===== src/rtl/unlock_pkg.sv =====
// Shared types and constants for the unlock client: FSM states, failure codes,
// the protocol separator and the fixed unlock key.
package unlock_pkg;

    typedef enum logic [2:0] {
        IDLE,
        SEND,
        WAIT,
        SEP,
        RECV,
        DONE,
        ERR
    } state_t;

    localparam logic [1:0] ERR_NONE    = 2'd0;
    localparam logic [1:0] ERR_ECHO    = 2'd1;
    localparam logic [1:0] ERR_SEP     = 2'd2;
    localparam logic [1:0] ERR_TIMEOUT = 2'd3;

    localparam logic [7:0] SEP_BYTE = 8'h00;

    // "v3ril0g_1s_pain_peko"
    localparam int KEY_BYTES = 20;
    localparam logic [7:0] UNLOCK_KEY [KEY_BYTES] = '{
        8'h76, 8'h33, 8'h72, 8'h69, 8'h6c, 8'h30, 8'h67, 8'h5f, 8'h31, 8'h73,
        8'h5f, 8'h70, 8'h61, 8'h69, 8'h6e, 8'h5f, 8'h70, 8'h65, 8'h6b, 8'h6f
    };

endpackage


===== src/rtl/unlock_client_if.sv =====
// UART byte streams plus the payload output stream of the unlock client.
// master = the client, slave = the UART/consumer side.
interface unlock_client_if;

    logic       tx_dv;
    logic [7:0] tx_byte;
    logic       tx_active;
    logic       tx_done;
    logic       rx_dv;
    logic [7:0] rx_byte;
    logic       resp_valid;
    logic [7:0] resp_byte;
    logic       resp_last;

    modport master (
        output tx_dv, tx_byte, resp_valid, resp_byte, resp_last,
        input  tx_active, tx_done, rx_dv, rx_byte
    );

    modport slave (
        input  tx_dv, tx_byte, resp_valid, resp_byte, resp_last,
        output tx_active, tx_done, rx_dv, rx_byte
    );

endinterface


===== src/rtl/unlock_timeout.sv =====
// Idle watchdog: counts cycles while run is high, cleared by reload; expired is
// combinational and rises on the TIMEOUT_CYC-th cycle after the last reload.
module unlock_timeout #(
    parameter int TIMEOUT_CYC = 1000000
) (
    input  logic clk,
    input  logic n_rst,
    input  logic reload,
    input  logic run,
    output logic expired
);
    localparam int CNT_W = $clog2(TIMEOUT_CYC + 1);

    logic [CNT_W-1:0] cnt;

    assign expired = run && (cnt == CNT_W'(TIMEOUT_CYC - 1));

    // Holds at the terminal count so a stalled consumer of expired never sees a wrap.
    always_ff @(posedge clk or negedge n_rst) begin
        if (!n_rst) begin
            cnt <= '0;
        end else if (reload) begin
            cnt <= '0;
        end else if (run && !expired) begin
            cnt <= cnt + CNT_W'(1);
        end
    end

endmodule


===== src/rtl/unlock_client.sv =====
// Sends the unlock key byte-by-byte with echo check, then streams the payload out
// with one cycle of latency; tx waits while tx_active, no backpressure on resp.
module unlock_client
    import unlock_pkg::*;
#(
    parameter int KEY_LEN     = 20,
    parameter int PAYLOAD_LEN = 39,
    parameter int TIMEOUT_CYC = 1000000
) (
    input  logic             clk,
    input  logic             n_rst,
    input  logic             start,
    output logic             busy,
    output logic             done,
    output logic             err,
    output logic [1:0]       err_code,
    unlock_client_if.master  uart
);
    localparam int IDX_W = (KEY_LEN > 1) ? $clog2(KEY_LEN) : 1;
    localparam int CNT_W = $clog2(PAYLOAD_LEN + 1);

    state_t           state, state_nxt;
    logic [IDX_W-1:0] idx, idx_nxt;
    logic [CNT_W-1:0] pcnt, pcnt_nxt;
    logic             echo_seen, echo_seen_nxt;
    logic             txd_seen, txd_seen_nxt;
    logic [1:0]       err_code_nxt;
    logic             tx_dv_nxt;
    logic [7:0]       tx_byte_nxt;
    logic             resp_valid_nxt, resp_last_nxt;
    logic [7:0]       resp_byte_nxt;
    logic [7:0]       key_cur;
    logic             evt, to_reload, to_expired;

    assign key_cur = UNLOCK_KEY[idx];
    assign busy    = (state == SEND) || (state == WAIT) || (state == SEP) || (state == RECV);
    assign done    = (state == DONE);
    assign err     = (state == ERR);

    // Every state change and every accepted UART event restarts the idle window.
    assign to_reload = (state_nxt != state) || evt;

    unlock_timeout #(
        .TIMEOUT_CYC (TIMEOUT_CYC)
    ) u_timeout (
        .clk     (clk),
        .n_rst   (n_rst),
        .reload  (to_reload),
        .run     (busy),
        .expired (to_expired)
    );

    always_comb begin
        state_nxt      = state;
        idx_nxt        = idx;
        pcnt_nxt       = pcnt;
        echo_seen_nxt  = echo_seen;
        txd_seen_nxt   = txd_seen;
        err_code_nxt   = err_code;
        tx_dv_nxt      = 1'b0;
        tx_byte_nxt    = uart.tx_byte;
        resp_valid_nxt = 1'b0;
        resp_byte_nxt  = uart.resp_byte;
        resp_last_nxt  = 1'b0;
        evt            = 1'b0;

        unique case (state)
            IDLE: begin
                if (start) begin
                    state_nxt    = SEND;
                    idx_nxt      = '0;
                    pcnt_nxt     = '0;
                    err_code_nxt = ERR_NONE;
                end
            end
            SEND: begin
                if (!uart.tx_active) begin
                    tx_dv_nxt     = 1'b1;
                    tx_byte_nxt   = key_cur;
                    echo_seen_nxt = 1'b0;
                    txd_seen_nxt  = 1'b0;
                    state_nxt     = WAIT;
                end else if (to_expired) begin
                    state_nxt    = ERR;
                    err_code_nxt = ERR_TIMEOUT;
                end
            end
            WAIT: begin
                evt = uart.rx_dv || uart.tx_done;
                // Any echo after the first one is as wrong as a corrupted echo.
                if (uart.rx_dv && (echo_seen || (uart.rx_byte != key_cur))) begin
                    state_nxt    = ERR;
                    err_code_nxt = ERR_ECHO;
                end else if ((echo_seen || uart.rx_dv) && (txd_seen || uart.tx_done)) begin
                    if (idx == IDX_W'(KEY_LEN - 1)) begin
                        state_nxt = SEP;
                    end else begin
                        idx_nxt   = idx + IDX_W'(1);
                        state_nxt = SEND;
                    end
                end else if (evt) begin
                    echo_seen_nxt = echo_seen || uart.rx_dv;
                    txd_seen_nxt  = txd_seen || uart.tx_done;
                end else if (to_expired) begin
                    state_nxt    = ERR;
                    err_code_nxt = ERR_TIMEOUT;
                end
            end
            SEP: begin
                evt = uart.rx_dv;
                if (uart.rx_dv) begin
                    if (uart.rx_byte == SEP_BYTE) begin
                        state_nxt = RECV;
                    end else begin
                        state_nxt    = ERR;
                        err_code_nxt = ERR_SEP;
                    end
                end else if (to_expired) begin
                    state_nxt    = ERR;
                    err_code_nxt = ERR_TIMEOUT;
                end
            end
            RECV: begin
                evt = uart.rx_dv;
                if (uart.rx_dv) begin
                    resp_valid_nxt = 1'b1;
                    resp_byte_nxt  = uart.rx_byte;
                    pcnt_nxt       = pcnt + CNT_W'(1);
                    if (pcnt == CNT_W'(PAYLOAD_LEN - 1)) begin
                        resp_last_nxt = 1'b1;
                        state_nxt     = DONE;
                    end
                end else if (to_expired) begin
                    state_nxt    = ERR;
                    err_code_nxt = ERR_TIMEOUT;
                end
            end
            DONE:    state_nxt = IDLE;
            ERR:     state_nxt = IDLE;
            default: state_nxt = IDLE;
        endcase
    end

    always_ff @(posedge clk or negedge n_rst) begin
        if (!n_rst) begin
            state           <= IDLE;
            idx             <= '0;
            pcnt            <= '0;
            echo_seen       <= 1'b0;
            txd_seen        <= 1'b0;
            err_code        <= ERR_NONE;
            uart.tx_dv      <= 1'b0;
            uart.tx_byte    <= '0;
            uart.resp_valid <= 1'b0;
            uart.resp_byte  <= '0;
            uart.resp_last  <= 1'b0;
        end else begin
            state           <= state_nxt;
            idx             <= idx_nxt;
            pcnt            <= pcnt_nxt;
            echo_seen       <= echo_seen_nxt;
            txd_seen        <= txd_seen_nxt;
            err_code        <= err_code_nxt;
            uart.tx_dv      <= tx_dv_nxt;
            uart.tx_byte    <= tx_byte_nxt;
            uart.resp_valid <= resp_valid_nxt;
            uart.resp_byte  <= resp_byte_nxt;
            uart.resp_last  <= resp_last_nxt;
        end
    end

endmodule


===== src/flat_wrapper.sv =====
// flat-port wrapper written by rule: the top's interface ports become plain ports
module unlock_client_flat import unlock_pkg::*;
#(
    parameter int KEY_LEN     = 20,
    parameter int PAYLOAD_LEN = 39,
    parameter int TIMEOUT_CYC = 1000000
)
  (clk, n_rst, start, busy, done, err, err_code, uart_tx_dv, uart_tx_byte, uart_resp_valid, uart_resp_byte, uart_resp_last, uart_tx_active, uart_tx_done, uart_rx_dv, uart_rx_byte);
  unlock_client_if uart_i ();
  input  logic clk;
  input  logic n_rst;
  input  logic start;
  output logic busy;
  output logic done;
  output logic err;
  output logic [1:0] err_code;
  output wire logic [$bits(uart_i.tx_dv)-1:0] uart_tx_dv;
  output wire logic [$bits(uart_i.tx_byte)-1:0] uart_tx_byte;
  output wire logic [$bits(uart_i.resp_valid)-1:0] uart_resp_valid;
  output wire logic [$bits(uart_i.resp_byte)-1:0] uart_resp_byte;
  output wire logic [$bits(uart_i.resp_last)-1:0] uart_resp_last;
  input wire logic [$bits(uart_i.tx_active)-1:0] uart_tx_active;
  input wire logic [$bits(uart_i.tx_done)-1:0] uart_tx_done;
  input wire logic [$bits(uart_i.rx_dv)-1:0] uart_rx_dv;
  input wire logic [$bits(uart_i.rx_byte)-1:0] uart_rx_byte;
  assign uart_tx_dv = uart_i.tx_dv;
  assign uart_tx_byte = uart_i.tx_byte;
  assign uart_resp_valid = uart_i.resp_valid;
  assign uart_resp_byte = uart_i.resp_byte;
  assign uart_resp_last = uart_i.resp_last;
  assign uart_i.tx_active = uart_tx_active;
  assign uart_i.tx_done = uart_tx_done;
  assign uart_i.rx_dv = uart_rx_dv;
  assign uart_i.rx_byte = uart_rx_byte;
  unlock_client #(.KEY_LEN(KEY_LEN), .PAYLOAD_LEN(PAYLOAD_LEN), .TIMEOUT_CYC(TIMEOUT_CYC)) u_core (.clk(clk), .n_rst(n_rst), .start(start), .busy(busy), .done(done), .err(err), .err_code(err_code), .uart(uart_i));
endmodule

===== config.mk =====
export PLATFORM = sky130hd
export DESIGN_NAME = unlock_client_flat
export DESIGN_NICKNAME = d
export VERILOG_FILES = /design/src/rtl/unlock_pkg.sv /design/src/rtl/unlock_client_if.sv /design/src/rtl/unlock_timeout.sv /design/src/rtl/unlock_client.sv /design/src/flat_wrapper.sv
export SDC_FILE = /design/constraint.sdc
export NUM_CORES = 1
export LEC_CHECK = 0
export ABC_CLOCK_PERIOD_IN_PS = 4800
export BUFFER_PORTS_ARGS = -buffer_cell sky130_fd_sc_hd__buf_2
export CORE_MARGIN = 5
export CORE_UTILIZATION = 40
export DETAILED_ROUTE_END_ITERATION = 8
export GPL_ROUTABILITY_DRIVEN = 0
export PLACE_DENSITY_LB_ADDON = 0.25
export SYNTH_ARGS = -nofsm -noshare
export SYNTH_HDL_FRONTEND = slang
export SYNTH_SLANG_ARGS = --single-unit

===== constraint.sdc =====
create_clock -name clk -period 4.8 [get_ports clk]
set_input_delay 0.72 -clock clk [delete_from_list [all_inputs] [get_ports clk]]
set_output_delay 0.72 -clock clk [all_outputs]
set_load 0.05 [all_outputs]

; ---- After elaboration in Yosys (flattened, before gate mapping)
; Memory sizes are Yosys's and may differ from the RTL's.
; Index checks and enable logic that the tools add are counted.
[word_totals]
reg_bits = 57
rom_bits = 256
in_bits = 14
elab_cells = 121
memories = 1
[op_classes]
n_addsub = 3
order_cmp = 1
n_eq_ne = 24
n_mux = 51
bitwise_logic = 2
n_reduce_logical = 27
[mem_list]
columns = name, words, word_bits, rd, rd_ports_with_merged_regs, write_ports, line_no
row1 = (name not given), 32, 8, 1, 0, 0, unlock_client.sv:35  ; assign key_cur = UNLOCK_KEY[idx];
[ops]
columns = op, count
row1 = $mux 20, 2
row2 = $mux 3, 9
row3 = $mux 2, 11
row4 = $add 20x1->20 const B, 1
row5 = $eq 20x20->1 const B, 1
row6 = $mux 5, 4
row7 = $ne 2x2->1 const B, 10
row8 = $mux 8, 2
row9 = $pmux 3 s5, 1
row10 = $mux 1, 14
row11 = $mux 6, 2
row12 = $pmux 6 s2, 1
row13 = $pmux 2 s5, 1
row14 = $pmux 5 s2, 1
row15 = $reduce_and 5->1, 2
row16 = $eq 3x3->1 const B, 3
row17 = $ne 3x3->1 const B, 3
row18 = $logic_not 8->1, 1
row19 = $logic_or 1x1->1, 8
row20 = $ne 8x8->1, 1
row21 = $reduce_bool 2->1, 4
row22 = $reduce_and 7->1, 1
row23 = $add 6x1->6 const B, 1
row24 = $eq 3x2->1 const B, 2
row25 = other kinds (16), 22

; ---- Longest topological paths before layout
; Gate-level depths: netlist of run 1.
[depth]
word_depth = 13
mapped_depth = 11
ltp_nobuf = 10

; ---- By module
; A second synthesis of run 1 with hierarchy kept.
[unflattened]
hier_cells = 385
area_unflattened_um2 = 3542.1
[by_module_without_submodules]
columns = mod, n_inst, cells_per_inst, area_each_um2, seq_area_each_um2
row1 = unlock_client, 1, 268, 2417.3, 900.9
row2 = unlock_timeout, 1, 117, 1124.8, 500.5

; ---- Least setup slack after synthesis of run 1
; No wires, ideal clock.
[synth_timing]
path_kind = register -> register
startpoint = register u_core.idx[0]
endpoint = register u_core.err_code[1]
setup_ns = 0.084
arrival_ns = 2.686
t_required_ns = 4.716
path_slack_ns = 2.031
stages_incl_launch_ff = 11
period_less_slack_ns = 2.769
path_cell_list = dfrtp_1 > inv_1 > ha_1 > nand2b_1 > a211o_1 > and4_1 > o2111ai_2 > o21ai_2 > a211o_1 > o31a_1 > a41oi_2
[synth_between]
elab_chain_len = 9
[synth_lines]
columns = element, line_no
row1 = from (decl), unlock_client.sv:23  ; logic [IDX_W-1:0] idx, idx_nxt;
row2 = from (signal assigned), unlock_client.sv:159  ; idx <= idx_nxt;
row3 = $not 5->6 (implied by the code) *, unlock_client.sv:35
row4 = $mem_v2 32x8 *, n/a
row5 = $mux 8 (implied by the code) * (2 in a row), unlock_client.sv:35
row6 = $ne 8x8->1 *, unlock_client.sv:91  ; if (uart.rx_dv && (echo_seen || (uart.rx_byte != key_cur))) begin
row7 = $logic_or 1x1->1 *, unlock_client.sv:91
row8 = $logic_and 1x1->1 *, unlock_client.sv:91
row9 = $ne 3x3->1 (no source line) / $mux 2 (equally long branches), n/a
row10 = $reduce_and 7->1 (no source line) / $pmux 2 s5 (equally long branches), n/a
row11 = to (signal assigned), unlock_client.sv:163  ; err_code <= err_code_nxt;
row12 = to (decl), unlock_client.sv:16  ; output logic [1:0] err_code,
; Mark *: on every way between the ends. The rest lies on a longest branch, timed or not. The select of a mux whose other input is x is not followed.
; A chain may end at the register's enable or synchronous reset.

; ---- Worst setup path after layout of run 1
; Same ends and word-level chain as after synthesis.

==> impl_metrics.env, run 1 <==
export IMPL_synth_top_family_by_area="simple AND/OR/NAND/NOR gates"
export IMPL_antenna_left=0
export IMPL_synth_cell_types=58
export IMPL_skew_ps=7.590
export IMPL_yosys_area_share_xor_xnor_pct=7.071
export IMPL_htree_levels=2
export IMPL_swShare_pct=47.47
export IMPL_drive_gt1_share_pct=14.43
export IMPL_comb_power_share_pct=46.3
export IMPL_drtPass1Iterations=4
export IMPL_synthMuxAreaShare_pct=1.833
export IMPL_synthArstFlopShare_pct=100.0
export IMPL_fin_area_mm2=0.003707
export IMPL_ys_seq_elements=56
export IMPL_cts_root_buf="clkbuf_8"
export IMPL_ys_flop_type="dfrtp_1"
export IMPL_rows=33
export IMPL_hp_start="u_core.uart.tx_byte[0]$_DFFE_PN0P_"
export IMPL_worstPathArrival_ps=3650
export IMPL_r2r_setup_slack_ps=1330
export IMPL_layout_setup_ws_ps=1331
export IMPL_clk_pin_slew_ps=100
export IMPL_synth_compound_area_share_pct=15.19
export IMPL_p_sw_w=0.0008981
export IMPL_drv_cap=0
export IMPL_n_antenna_cell=0
export IMPL_cts_resized=0
export IMPL_setup_viol=0
export IMPL_clk_latency_ps=310
export IMPL_synth_fa_ha_area_share_pct=4.115
export IMPL_portBuffers=36
export IMPL_cts_hold_buf=0
export IMPL_power_density_mw_per_mm2=510.3
export IMPL_cts_buffers_inserted=5
export IMPL_synthCells=380
export IMPL_wirelength_um=7587
export IMPL_avgSynthCellArea_um2=8.801
export IMPL_wl_met3_um=396
export IMPL_status="completed"
export IMPL_grt_setup_unrepaired="no"
export IMPL_crit_path_max_fanout=21
export IMPL_topRoutingLayerUsed="met4"
export IMPL_cp_required_ps=4980
export IMPL_ff2ff_path_depth=10
export IMPL_grt_first_pass_wirelength_um=13170
export IMPL_nNetsFinal=433
export IMPL_yosys_area_top_type="dfrtp_1"
export IMPL_cts_setup_buffers=0
export IMPL_ios=38
export IMPL_final_cells=514
export IMPL_cts_tree="done"
export IMPL_irDropWorstVdd_mv=0.3025
export IMPL_coreArea_mm2=0.008175
export IMPL_met2_length_um=3214
export IMPL_ys_warn_count=0
export IMPL_synth_most_common_cell="nand2_1"
export IMPL_r2r_end="u_core.err_code[1]$_DFFE_PN0P_"
export IMPL_drtIter0Drc=253
export IMPL_p_leak_nw=1.724
export IMPL_detail_route_vias_per_cell=5.282
export IMPL_hold_viol=0
export IMPL_slew_limit_headroom_pct=52.46
export IMPL_timing_fmax_ghz=0.2883
export IMPL_cts_sinks=56
export IMPL_synthSimpleGateAreaFrac_pct=25.78
export IMPL_initial_core_util_pct=40.91
export IMPL_worstSetupStartpointType="flip-flop"
export IMPL_fillCellCount=802
export IMPL_p_clk_share_pct=17.5
export IMPL_antenna_found_initial=0
export IMPL_grt_pass1_vias=2656
export IMPL_post_route_period_util_pct=72.27
export IMPL_synth_seq_area_share_pct=41.90
export IMPL_die_w_um=101.4
export IMPL_grtUsageTotal_pct=15.86
export IMPL_hold_path_endpoint="u_core.uart.tx_byte[0]$_DFFE_PN0P_"
export IMPL_syn_area_mm2=0.003344
export IMPL_num_vias=2715
export IMPL_hold_depth=2
export IMPL_routedWlPerCell_um=14.76
export IMPL_fin_crit_ps=3469
export IMPL_worst_pin_slew_ps=713.1
export IMPL_synth_edf_count=0
export IMPL_slew_viol_final=0
export IMPL_placed_area_mm2=0.003586
export IMPL_p_int_w=0.0009938
export IMPL_p_seq_share_pct=36.3
export IMPL_hp_class="reg2reg"
export IMPL_timing_rr_start="u_core.idx[0]$_DFFE_PN0P_"
export IMPL_syn2layout_area_growth_pct=10.85
export IMPL_fin_hold_ws_ps=481.4
export IMPL_pre_cts_slack_ps=1362
export IMPL_grt_max_degree=57
export IMPL_grt_overflow=0
export IMPL_ys_top_cells_by_area="dfrtp_1, nand2_1, nor2_1"
export IMPL_fp_dieArea_mm2=0.01029
export IMPL_dpl_cell_count=506
export IMPL_clock_tree_buffer_depth=2
export IMPL_chipHeight_um=101.4
export IMPL_met1_length_um=3886
export IMPL_hpwl_um=5529
export IMPL_syn_nets=405
export IMPL_drc=0
export IMPL_cp_end_kind="flip-flop"
export IMPL_crit_type="reg2reg"
export IMPL_fin_tns_setup_ps=0
export IMPL_synthTopCellsByCount="nand2_1, dfrtp_1, nor2_1"
export IMPL_synth_top_area_share_pct=41.90
[cell usage in the layout (no fill, tap or decap), types with 4 or more instances in the layout]
cell type / n
nor2b_1: 7
a21oi_1: 8
a211o_1: 4
nor3_1: 7
and3_1: 8
nand2_1: 60
nor2_1: 44
clkbuf_8: 6
mux2i_1: 5
or3_1: 5
o21a_1: 4
buf_2: 36
xor2_1: 16
o21ai_0: 20
inv_1: 13
nand2b_1: 8
xnor2_1: 11
a21o_1: 5
dfrtp_1: 56
nand3_1: 14
nand4_1: 9
ha_1: 11
[metrics by stage]
step	power, W	utilization [%]
3_5_place_dp	0.001568	43.86
3_3_place_gp	0.001564	43.86
4_1_cts	0.001902	45.35
2_1_floorplan	0.001369	-
5_1_grt	0.002020	45.35
6_report	0.001892	45.35
[metal layers]
layer  track usage, %  vias up
met4            4.806        0
met2            23.19       57
met5                0        -
met1            23.90     1290
li1                 -     1364
met3            2.686        4
[how the worst max path moves through the flow]
stage	from	end	slack [ps]	cells past startpoint
finish	u_core.idx[0]$_DFFE_PN0P_	u_core.err_code[1]$_DFFE_PN0P_	1330	10
CTS	u_core.idx[0]$_DFFE_PN0P_	u_core.err_code[1]$_DFFE_PN0P_	1330	10
global placement	u_core.idx[0]$_DFFE_PN0P_	u_core.err_code[1]$_DFFE_PN0P_	1500	10
floorplan	u_core.idx[0]$_DFFE_PN0P_	u_core.err_code[1]$_DFFE_PN0P_	2030	10
detailed placement	u_core.idx[0]$_DFFE_PN0P_	u_core.err_code[1]$_DFFE_PN0P_	1360	10
global route	u_core.state[0]$_DFF_PN0_	u_core.err_code[1]$_DFFE_PN0P_	1110	10
[logic make-up (layout without fill, tap and decap cells)]
| group | Yosys count | after routing |
|---|---|---|
| muxes | 6 | 6 |
| AOI/OAI and AO/OA | 69 | 69 |
| xor gates and xnor gates | 27 | 27 |
| adders and majority gates | 11 | 11 |
| other | 1 | 1 |
| buffers and inverters | 31 | 60 |
| and+or+nand+nor | 179 | 179 |
| DFF | 56 | 56 |
[area by class of cell]
class / instances / area, µm² / share of cell area [%]
tap: 105 / 131.4 / 3.544
inverter: 15 / 56.30 / 1.519
timing repair buffer: 37 / 187.7 / 5.062
sequential: 56 / 1401 / 37.80
clock inverter: 2 / 38.79 / 1.046
multi-input combinational: 293 / 1809 / 48.80
clock buffer: 6 / 82.58 / 2.227
[state kept, by name, indices dropped and copies added, names as in the netlist]
name,count
u_core.err_code,2
u_core.u_timeout.cnt,20
u_core.uart.resp_valid,1
u_core.uart.tx_byte,7
u_core.pcnt,6
u_core.txd_seen,1
u_core.uart.resp_last,1
u_core.idx,5
u_core.uart.tx_dv,1
u_core.uart.resp_byte,8
u_core.state,3
u_core.echo_seen,1
[power by group through the flow]
| stage | registers (W) | logic, W | clock network, W |
|---|---|---|---|
| floorplan | 0.000871 | 0.000498 | 0 |
| global placement | 0.000690 | 0.000874 | 0 |
| detailed placement | 0.000694 | 0.000874 | 0 |
| CTS | 0.000685 | 0.000877 | 0.000340 |
| global route | 0.000705 | 0.000956 | 0.000360 |
| finish | 0.000686 | 0.000875 | 0.000331 |
[worst max-delay path, cell delays in order, from the launching register on]
cell and delay (ps):
dfrtp_1 560, inv_1 180, ha_1 360, nand2b_1 150, a211o_1 340, a31oi_1 220
o2111ai_2 180, o21ai_2 320, a211o_1 620, o31a_1 270, a41oi_2 130
(Power assumes the default switching activity.)
==> inputs of run 2 (changes only) <==
--- a/config.mk
+++ b/config.mk
@@ -5,7 +5,7 @@
 export SDC_FILE = /design/constraint.sdc
 export NUM_CORES = 1
 export LEC_CHECK = 0
-export ABC_CLOCK_PERIOD_IN_PS = 4800
+export ABC_CLOCK_PERIOD_IN_PS = 3530
 export BUFFER_PORTS_ARGS = -buffer_cell sky130_fd_sc_hd__buf_2
 export CORE_MARGIN = 5
 export CORE_UTILIZATION = 40
==> constraint.sdc (replaced) <==
create_clock -name clk -period 3.53 [get_ports clk]
set_input_delay 0.5295 -clock clk [delete_from_list [all_inputs] [get_ports clk]]
set_output_delay 0.5295 -clock clk [all_outputs]
set_load 0.05 [all_outputs]
==> impl_metrics.env, run 2 (synthesized netlist as in run 1, its figures left out) <==
export IMPL_status="completed"
export IMPL_worstPathArrival_ps=3290
export IMPL_routedWlPerCell_um=14.87
export IMPL_chipHeight_um=101.4
export IMPL_drc=0
export IMPL_worstSetupStartpointType="flip-flop"
export IMPL_timing_fmax_ghz=0.3280
export IMPL_cts_resized=0
export IMPL_final_common_cell="nand2_1"
export IMPL_grt_max_degree=30
export IMPL_totalPowerFinal_w=0.002535
export IMPL_power_density_mw_per_mm2=681.2
export IMPL_placed_area_mm2=0.003631
export IMPL_antenna_left=0
export IMPL_ff2ff_path_depth=10
export IMPL_hold_viol=0
export IMPL_setup_viol=0
export IMPL_grt_setup_unrepaired="no"
export IMPL_htree_levels=2
export IMPL_slew_limit_headroom_pct=55.64
export IMPL_largest_reg_flops=20
export IMPL_antenna_found_initial=0
export IMPL_fin_area_mm2=0.003721
export IMPL_cts_root_buf="clkbuf_8"
export IMPL_clock_tree_buffer_depth=2
export IMPL_skew_ps=5.289
export IMPL_cts_sinks=56
export IMPL_grtUsageTotal_pct=16.05
export IMPL_cts_tree="done"
export IMPL_fp_dieArea_mm2=0.01029
export IMPL_final_cell_mix="nand2_1, dfrtp_1, nor2_1, buf_2, o21ai_0"
export IMPL_cp_required_ps=3780
export IMPL_r2r_end="u_core.err_code[1]$_DFFE_PN0P_"
export IMPL_p_leak_nw=1.737
export IMPL_grt_overflow=0
export IMPL_fin_tns_setup_ps=0
export IMPL_post_route_period_util_pct=86.37
export IMPL_drive_gt1_share_pct=15.66
export IMPL_die_w_um=101.4
export IMPL_clk_pin_slew_ps=110
export IMPL_clk_latency_ps=320
export IMPL_grt_pass1_vias=2735
export IMPL_drtPass1Iterations=4
export IMPL_n_antenna_cell=0
export IMPL_hpwl_um=5639
export IMPL_worst_pin_slew_ps=665.3
export IMPL_ios=38
export IMPL_coreArea_mm2=0.008175
export IMPL_timing_rr_start="u_core.idx[0]$_DFFE_PN0P_"
export IMPL_slew_viol_final=0
export IMPL_detail_route_vias_per_cell=5.313
export IMPL_crit_path_max_fanout=12
export IMPL_rows=33
export IMPL_drtIter0Drc=183
export IMPL_r2r_setup_slack_ps=480
export IMPL_initial_core_util_pct=40.91
export IMPL_cp_end_kind="flip-flop"
export IMPL_fin_crit_ps=3049
export IMPL_num_vias=2763
export IMPL_largest_register="u_core.u_timeout.cnt"
export IMPL_cts_setup_buffers=0
export IMPL_grt_first_pass_wirelength_um=13500
export IMPL_wirelength_um=7734
export IMPL_irDropWorstVdd_mv=0.3614
export IMPL_cts_hold_buf=0
export IMPL_syn2layout_area_growth_pct=11.26
export IMPL_top_regs="u_core.u_timeout.cnt (20), u_core.uart.resp_byte (8), u_core.uart.tx_byte (7)"
export IMPL_cts_buffers_inserted=5
export IMPL_drv_cap=0
export IMPL_nNetsFinal=439
export IMPL_hp_class="in2async"
export IMPL_portBuffers=36
export IMPL_crit_type="reg2reg"
-- run 2: cell type report --
cell class | count | area [µm²]
fillers | 828 | 4454
multi-input cells | 293 | 1809
flip-flops and latches | 56 | 1401
repair buffers | 43 | 232.7
well taps | 105 | 131.4
clock buffers | 5 | 68.82
inverters | 15 | 56.30
clock inverters | 3 | 21.27
-- run 2: worst max path at each step --
stage / depth (start not counted) / slack [ps] / to / from
finish: 10 / 480 / u_core.err_code[1]$_DFFE_PN0P_ / u_core.idx[0]$_DFFE_PN0P_
global route: 10 / 330 / u_core.err_code[1]$_DFFE_PN0P_ / u_core.idx[0]$_DFFE_PN0P_
CTS: 10 / 480 / u_core.err_code[1]$_DFFE_PN0P_ / u_core.idx[0]$_DFFE_PN0P_
detailed placement: 10 / 530 / u_core.err_code[1]$_DFFE_PN0P_ / u_core.idx[0]$_DFFE_PN0P_
global placement: 10 / 610 / u_core.err_code[1]$_DFFE_PN0P_ / u_core.idx[0]$_DFFE_PN0P_
floorplan: 10 / 760 / u_core.err_code[1]$_DFFE_PN0P_ / u_core.idx[0]$_DFFE_PN0P_
-- run 2: worst max-delay path: stages (launching register included) --
cell and delay, ps:
dfrtp_1 560, inv_1 190, ha_1 360, nand2b_1 150
a211o_1 340, and4_1 220, o2111ai_2 220, o21ai_2 150
a211o_1 310, o31a_1 310, a41oi_2 190
-- run 2: through the flow --
step                      hold slack, ps  utilization (%)  setup slack, ps  std cells
final                              233.8            45.52            481.3        520
after floorplan                    233.9                -            760.5        380
after detailed placement           458.9            44.41            526.2        512
after global routing               289.4            45.52            327.3        520
after CTS                          253.5            45.52            484.9        520
after global placement             454.0            44.41            613.5        512
-- run 2: where the power goes --
| group | total (W) | internal [W] | switching, W | leakage [nW] |
|---|---|---|---|---|
| registers | 0.000908 | 0.000775 | 0.000133 | 0.747 |
| logic | 0.00126 | 0.000378 | 0.000879 | 0.946 |
| clock network | 0.000370 | 0.000142 | 0.000228 | 0.0445 |
-- run 2: metal layers --
metal | vias up | share of wire (%) | global-route usage, % | wire length (µm)
li1 | 1383 | - | - | -
met1 | 1312 | 51 | 23.75 | 3943
met2 | 63 | 44 | 24.75 | 3404
met3 | 5 | 4.4 | 2.273 | 338
met4 | 0 | 0.62 | 3.885 | 48
met5 | - | 0 | 0 | 0
